<file path="config.mk">
export PLATFORM = sky130hd
export DESIGN_NAME = riscv_boot_loader
export DESIGN_NICKNAME = d
export VERILOG_FILES = /design/src/rtl/riscv_boot_pkg.sv /design/src/rtl/riscv_boot_word_asm.sv /design/src/rtl/riscv_boot_loader.sv
export SDC_FILE = /design/constraint.sdc
export NUM_CORES = 1
export LEC_CHECK = 0
export CAP_MARGIN = 20
export CORE_ASPECT_RATIO = 0.5
export CORE_MARGIN = 2
export CORE_UTILIZATION = 45
export CTS_CLUSTER_DIAMETER = 60
export CTS_CLUSTER_SIZE = 25
export DETAILED_ROUTE_END_ITERATION = 8
export PLACE_DENSITY = 0.67
export RECOVER_POWER = 100
export SYNTH_ARGS = -nofsm -noshare
export SYNTH_HDL_FRONTEND = slang
export SYNTH_SLANG_ARGS = --single-unit
export TNS_END_PERCENT = 5
</file>
<file path="constraint.sdc">
create_clock -name i_riscv_boot_loader_clk -period 2.8 [get_ports i_riscv_boot_loader_clk]
set_input_delay 0.42 -clock i_riscv_boot_loader_clk [delete_from_list [all_inputs] [get_ports i_riscv_boot_loader_clk]]
set_output_delay 0.42 -clock i_riscv_boot_loader_clk [all_outputs]
set_load 0.02 [all_outputs]
</file>
<file path="src/rtl/riscv_boot_pkg.sv">
// Shared types and constants for the boot loader slice.
package riscv_boot_pkg;

    typedef enum logic [3:0] {
        IDLE,
        HDR_CNT,
        HDR_BASE,
        DATA,
        WRITE,
        CHECK,
        RUN,
        HALT,
        ERROR
    } boot_state_e;

    localparam logic [1:0] ERR_NONE = 2'd0;
    localparam logic [1:0] ERR_SIZE = 2'd1;
    localparam logic [1:0] ERR_CSUM = 2'd2;

    // COUNT (4 bytes) followed by BASE (4 bytes)
    localparam int unsigned HDR_BYTES = 8;

endpackage

</file>
<file path="src/rtl/riscv_boot_word_asm.sv">
// Little-endian byte-to-word assembler. The assembled word is presented
// combinationally together with the completing byte, so the loader can
// latch it on the same edge the last byte is accepted.
module riscv_boot_word_asm
    import riscv_boot_pkg::*;
#(
    parameter int unsigned XLEN = 64
) (
    input  logic            clk_i,
    input  logic            rst_i,
    input  logic            clr_i,
    input  logic            push_i,
    input  logic [7:0]      byte_i,
    output logic [XLEN-1:0] word_o,
    output logic            full_o
);

    localparam int unsigned BPW = XLEN / 8;
    localparam int unsigned CW  = (BPW > 1) ? $clog2(BPW) : 1;

    // Holds the previous BPW-1 bytes; the newest byte always enters at the top.
    logic [XLEN-9:0] shift_q;
    logic [CW-1:0]   cnt_q;

    assign word_o = {byte_i, shift_q};
    assign full_o = push_i && (cnt_q == CW'(BPW - 1));

    // Shift in accepted bytes and count them modulo BPW.
    always_ff @(posedge clk_i) begin
        if (rst_i || clr_i) begin
            shift_q <= '0;
            cnt_q   <= '0;
        end else if (push_i) begin
            shift_q <= word_o[XLEN-1:8];
            cnt_q   <= full_o ? '0 : cnt_q + 1'b1;
        end
    end

endmodule

</file>
<file path="src/rtl/riscv_boot_loader.sv">
// Framed-image loader: parses MAGIC/COUNT/BASE/data/CSUM from a byte
// stream, writes words to memory, then releases (and optionally freezes)
// the core.
module riscv_boot_loader
    import riscv_boot_pkg::*;
#(
    parameter int unsigned XLEN       = 64,
    parameter int unsigned ADDR_W     = 32,
    parameter int unsigned MAX_WORDS  = 4096,
    parameter int unsigned RUN_CYCLES = 4000,
    parameter logic [7:0]  MAGIC      = 8'hA5
) (
    input  logic              i_riscv_boot_loader_clk,
    input  logic              i_riscv_boot_loader_rst,
    input  logic [7:0]        i_rx_data,
    input  logic              i_rx_valid,
    output logic              o_rx_ready,
    output logic              o_mem_we,
    output logic [ADDR_W-1:0] o_mem_addr,
    output logic [XLEN-1:0]   o_mem_wdata,
    input  logic              i_mem_ready,
    output logic              o_core_rst_n,
    output logic              o_core_en,
    output logic              o_done,
    output logic [1:0]        o_err,
    output logic              o_halt
);

    localparam int unsigned BPW       = XLEN / 8;
    localparam logic [31:0] RUN_LAST  = 32'(RUN_CYCLES) - 32'd1;
    localparam logic [2:0]  CNT_LAST  = 3'(HDR_BYTES / 2 - 1);
    localparam logic [2:0]  BASE_LAST = 3'(HDR_BYTES - 1);

    boot_state_e       state_q;
    logic [23:0]       hdr_q;
    logic [31:0]       hdr_d;
    logic [2:0]        hdr_idx_q;
    logic [31:0]       count_q;
    logic [31:0]       idx_q;
    logic [31:0]       idx_d;
    logic [7:0]        csum_q;
    logic [31:0]       run_cnt_q;
    logic              rx_ready_q;
    logic              we_q;
    logic [ADDR_W-1:0] addr_q;
    logic [XLEN-1:0]   wdata_q;
    logic              core_rst_n_q;
    logic              core_en_q;
    logic              done_q;
    logic [1:0]        err_q;
    logic              halt_q;

    logic              byte_acc;
    logic              asm_clr;
    logic              asm_push;
    logic              asm_full;
    logic [XLEN-1:0]   word_d;

    assign byte_acc = i_rx_valid && rx_ready_q;
    assign hdr_d    = {i_rx_data, hdr_q};
    assign idx_d    = idx_q + 32'd1;
    assign asm_clr  = (state_q == IDLE) && byte_acc && (i_rx_data == MAGIC);
    assign asm_push = (state_q == DATA) && byte_acc;

    riscv_boot_word_asm #(
        .XLEN(XLEN)
    ) u_word_asm (
        .clk_i (i_riscv_boot_loader_clk),
        .rst_i (i_riscv_boot_loader_rst),
        .clr_i (asm_clr),
        .push_i(asm_push),
        .byte_i(i_rx_data),
        .word_o(word_d),
        .full_o(asm_full)
    );

    assign o_rx_ready   = rx_ready_q;
    assign o_mem_we     = we_q;
    assign o_mem_addr   = addr_q;
    assign o_mem_wdata  = wdata_q;
    assign o_core_rst_n = core_rst_n_q;
    assign o_core_en    = core_en_q;
    assign o_done       = done_q;
    assign o_err        = err_q;
    assign o_halt       = halt_q;

    // Frame parser, memory write handshake and core run control.
    always_ff @(posedge i_riscv_boot_loader_clk) begin
        if (i_riscv_boot_loader_rst) begin
            state_q      <= IDLE;
            hdr_q        <= '0;
            hdr_idx_q    <= '0;
            count_q      <= '0;
            idx_q        <= '0;
            csum_q       <= '0;
            run_cnt_q    <= '0;
            rx_ready_q   <= 1'b0;
            we_q         <= 1'b0;
            addr_q       <= '0;
            wdata_q      <= '0;
            core_rst_n_q <= 1'b0;
            core_en_q    <= 1'b0;
            done_q       <= 1'b0;
            err_q        <= ERR_NONE;
            halt_q       <= 1'b0;
        end else begin
            case (state_q)
                IDLE: begin
                    rx_ready_q <= 1'b1;
                    if (byte_acc && (i_rx_data == MAGIC)) begin
                        hdr_idx_q <= '0;
                        csum_q    <= '0;
                        idx_q     <= '0;
                        state_q   <= HDR_CNT;
                    end
                end
                HDR_CNT: begin
                    if (byte_acc) begin
                        hdr_q     <= hdr_d[31:8];
                        hdr_idx_q <= hdr_idx_q + 3'd1;
                        if (hdr_idx_q == CNT_LAST) begin
                            count_q <= hdr_d;
                            if (hdr_d > 32'(MAX_WORDS)) begin
                                err_q      <= ERR_SIZE;
                                rx_ready_q <= 1'b0;
                                state_q    <= ERROR;
                            end else if (hdr_d == 32'd0) begin
                                state_q <= CHECK;
                            end else begin
                                state_q <= HDR_BASE;
                            end
                        end
                    end
                end
                HDR_BASE: begin
                    if (byte_acc) begin
                        hdr_q     <= hdr_d[31:8];
                        hdr_idx_q <= hdr_idx_q + 3'd1;
                        if (hdr_idx_q == BASE_LAST) begin
                            addr_q  <= hdr_d[ADDR_W-1:0];
                            state_q <= DATA;
                        end
                    end
                end
                DATA: begin
                    if (byte_acc) begin
                        csum_q <= csum_q + i_rx_data;
                        if (asm_full) begin
                            wdata_q    <= word_d;
                            we_q       <= 1'b1;
                            rx_ready_q <= 1'b0;
                            state_q    <= WRITE;
                        end
                    end
                end
                WRITE: begin
                    // addr_q tracks BASE + idx*BPW incrementally; wrap is intended
                    if (i_mem_ready) begin
                        we_q       <= 1'b0;
                        idx_q      <= idx_d;
                        addr_q     <= addr_q + ADDR_W'(BPW);
                        rx_ready_q <= 1'b1;
                        state_q    <= (idx_d == count_q) ? CHECK : DATA;
                    end
                end
                CHECK: begin
                    if (byte_acc) begin
                        rx_ready_q <= 1'b0;
                        if (i_rx_data == csum_q) begin
                            done_q       <= 1'b1;
                            core_rst_n_q <= 1'b1;
                            core_en_q    <= 1'b1;
                            run_cnt_q    <= '0;
                            state_q      <= RUN;
                        end else begin
                            err_q   <= ERR_CSUM;
                            state_q <= ERROR;
                        end
                    end
                end
                RUN: begin
                    if ((RUN_CYCLES != 0) && (run_cnt_q == RUN_LAST)) begin
                        core_en_q <= 1'b0;
                        halt_q    <= 1'b1;
                        state_q   <= HALT;
                    end else begin
                        run_cnt_q <= run_cnt_q + 32'd1;
                    end
                end
                HALT: begin
                    rx_ready_q <= 1'b0;
                end
                ERROR: begin
                    rx_ready_q   <= 1'b0;
                    core_rst_n_q <= 1'b0;
                end
                default: state_q <= IDLE;
            endcase
        end
    end

endmodule

</file>
==> reports/metrics.csv <==
stage;metric;value;unit
status;outcome;complete, but fails checks;
status;failing checks;negative setup slack;
synth;dominant synthesized flop cell;dfxtp_1;
synth;compound-cell area share of the yosys netlist;17.4;%
critical_path;CP peak stage delay;0.44;ns
layout;Final #Nets;2002;
layout;post-route insts no fill;2369;
global_routing;vias in the first global route;12000;
die;total I/O pin count;116;
sta;minimum clock period;2.97;ns
critical_path;crit-path most repeated cell;or4_4;
pwr;Max VDD drop;485;uV
pwr;clock share of power;38.2;%
synth;Post-synth EDFFs;0;
clock_network;TritonCTS Buffers;17;
pwr;pwr dens;430;mW/mm^2
global_routing;M3 GR Usage;3.08;%
sta;Slew Viols, Final;0;
clock_network;H-tree depth;1;
routing;DR iter-0 viols;1155;
critical_path;worst-path cell chain;buf_4 -> nand4_1 -> or3_4 -> o41ai_2 -> nand3_1 -> a2111o_1 -> or4_4 -> or4_4 -> a31o_1;
clock_network;Worst-path clk slew;0.10;ns
synth;register area share after synthesis;43.8;%
sta;Setup Viol. Count Final;2;
sta;RSZ-0062 raised after global routing;true;
sta;Slew @ Worst Pin;0.638;ns
global_routing;initial antenna violation count;0;
place;Inst Count DP;2344;
sta;Fmax achieved;337;MHz
layout;share of post-route cells with drive strength above 1;11.1;%
critical_path;critical path startpoint category;flop;
global_routing;M1 GR Usage;34.9;%
synth;synth top area cells;dfxtp_1 44%, nand2_1 12%, a21oi_1 10%;
critical_path;CP Capture Type;flop;
sta;WHS;0.306;ns
synth;Yosys cell types;63;
synth;Post-Synth XOR/XNOR Area;5.09;%
critical_path;CP Data Required Time;3.23;ns
sta;Final WS setup;-0.168;ns
sta;Hold Violations, Final;0;
global_routing;global-route wire length before repair;64000;um
clock_network;clock latency on the worst-skew pair;0.53;ns
critical_path;CP Max Fanout;3;
critical_path;WP buf/inv;1;
pwr;Flop pwr share;58.9;%
sta;relative slew slack;57.4;%
layout;FF+latch area;0.00598;mm^2
die;Starting Density;46.4;%
clock_network;CTS tree;yes;
synth;simple-gate share of the synthesized area;27.6;%
die;Die Y;127;um
synth;mapped cell area;0.0136;mm^2
place;DP HPWL;27100;um
place;Placer Congestion;0.961;
die;die width;250;um
critical_path;CP Data Arrival Time;3.39;ns
synth;Mapped Nets;1825;
routing;Initial DRT Pass Iterations;4;
die;Core ar.;0.0293;mm^2
routing;Routed wire per std cell;16.7;um
global_routing;peak-usage layer in the global routing report;met2;
layout;n_diodes;0;
clock_network;Clock Path Buffers;3;
critical_path;CP max-delay cell;or4_4;
die;die footprint;0.0317;mm^2
sta;Fin Clk Skew;0.0207;ns
layout;area delta synth->final;23.2;%
synth;largest family of logic cells by synthesized area;simple AND/OR/NAND/NOR gates;
clock_network;hold_buf cts;0;
synth;top-area cell type share of the netlist area;43.8;%
synth;post-synthesis adder-cell area fraction;1.53;%
die;Row Count;44;
sta;fin crit share;106;%
routing;DR vias/cell;5.54;
pwr;Psw;1.66;mW
global_routing;largest net degree at the start of global routing;103;
global_routing;met2 Use GR;39.7;%
pwr;P_leak;6.11;nW
synth;Mean Syn Cell Area;7.57;um^2
synth;ys async rst share;0;%
synth;Synth Warn #;0;
layout;area of the multi-input gates;0.00728;mm^2
global_routing;GRT overflow;0;
place;I/O Buffers;115;
layout;fillers;2796;
clock_network;root buffer cell;clkbuf_16;
critical_path;Crit Path Class;flop to flop;
worst_hold_path;worst min-delay path class;input pin to flop;
pwr;Sw Ratio;23.0;%
critical_path;delay-heaviest family, CP;simple AND/OR/NAND/NOR gates;
pwr;Comb power frac;3.0;%
synth;mux cell area share after synthesis;0.662;%
synth;post-synth top area cell;dfxtp_1;
job;number of max-cap violations;0;
clock_network;Num Clock Sinks;298;
synth;Synth Instances;1797;
routing;DR vias;13100;
global_routing;global-route usage over all layers;24.4;%
synth;Yosys reg bits;298;
routing;Post-DRT Antenna Nets;0;
routing;DRC Markers;0;
pwr;P_int;5.55;mW
routing;total wire length;39500;um
cell usage in the layout (no fill, tap or decap), types with 16 or more instances in the layout:
master	count
a211oi_1	17
a21oi_1	273
buf_4	136
clkbuf_16	17
dfxtp_1	287
dlygate4sd3_1	105
nand2_1	444
nand3_1	53
nand4_1	32
nor2_1	136
nor3_1	36
nor4_1	19
o21ai_0	54
or3_1	16
xnor2_1	39
xor2_1	40
layout make-up:
class,count,share of cell area (%)
multi-input cells,1362,43.4
flip-flops and latches,298,35.7
repair buffers,281,14.6
well taps,391,2.92
clock buffers,17,2.54
clock inverters,6,0.552
inverters,14,0.313
synth_stat cells (all sizes together), types with 14 or more instances:
master and instances:
nand3 54, a21oi 273, xnor2 39, o21ai 56, buf 17, or3 18, xor2 40, clkbuf 106
a211oi 17, nor2 138, dfxtp 298, nand2 448, ha 15, nand4 33, nor3 37, inv 14
nor4 27
timing repair:
item	4_1_cts	5_1_grt
resized for setup	17	16
setup buffers	1	1
pin swaps	4	7
hold endpoints to repair	0	0
setup endpoints to repair	2	20
cells by family after synthesis:
family,Yosys count
muxes,9
DFF,298
and+or+nand+nor,838
xor gates and xnor gates,79
buffers and inverters,137
adders and majority gates,16
AOI/OAI and AO/OA,420
registers in the layout, indices dropped and copies added, names as in the netlist:
register            flops
o_core_en               1
o_done                  1
u_word_asm.shift_q     56
o_core_rst_n            1
state_q                 4
hdr_idx_q               3
o_mem_wdata            64
hdr_q                  24
csum_q                  8
u_word_asm.cnt_q        3
o_mem_addr             32
o_mem_we                1
idx_q                  32
o_err                   2
o_rx_ready              1
run_cnt_q              32
o_halt                  1
count_q                32
path summary, 6_finish.rpt:
path,cells past startpoint,endpoint,startpoint,slack (ns)
worst min-delay path,2,state_q[3],i_riscv_boot_loader_rst,0.31
worst max-delay path,9,state_q[1],idx_q[10],-0.17
worst max register to register,9,state_q[1],idx_q[10],-0.17
worst min register to register,2,o_mem_wdata[4],u_word_asm.shift_q[4],0.45
metal layers:
| metal | share of wire (%) | vias to the layer above | wire length [um] |
|---|---|---|---|
| met2 | 45 | 270 | 17900 |
| met5 | 0 | - | 0 |
| met1 | 49 | 6271 | 19200 |
| met3 | 4.5 | 41 | 1760 |
| li1 | - | 6531 | - |
| met4 | 1.7 | 0 | 668 |
per-stage QoR:
| step | setup slack (ns) | setup TNS (ns) | area (um^2) | util (%) | power (mW) |
|---|---|---|---|---|---|
| after floorplan | -0.170 | -0.778 | 13700 | - | 4.45 |
| after global placement | -0.366 | -6.45 | 16200 | 55.3 | 4.55 |
| after detailed placement | -0.390 | -7.60 | 16200 | 55.3 | 4.55 |
| after CTS | -0.164 | -0.203 | 16800 | 57.3 | 7.27 |
| after global routing | -0.226 | -5.70 | 16800 | 57.1 | 7.43 |
| final | -0.168 | -0.211 | 16800 | 57.1 | 7.20 |
power groups by stage:
stage               Sequential [mW]  Combinational [mW]  Clock, mW
floorplan                      4.34               0.106          0
global placement               4.34               0.211          0
detailed placement             4.34               0.212          0
CTS                            4.24               0.213       2.81
global route                   4.24               0.227       2.96
finish                         4.24               0.213       2.75
Note: power is estimated with default switching activity, not from simulation.
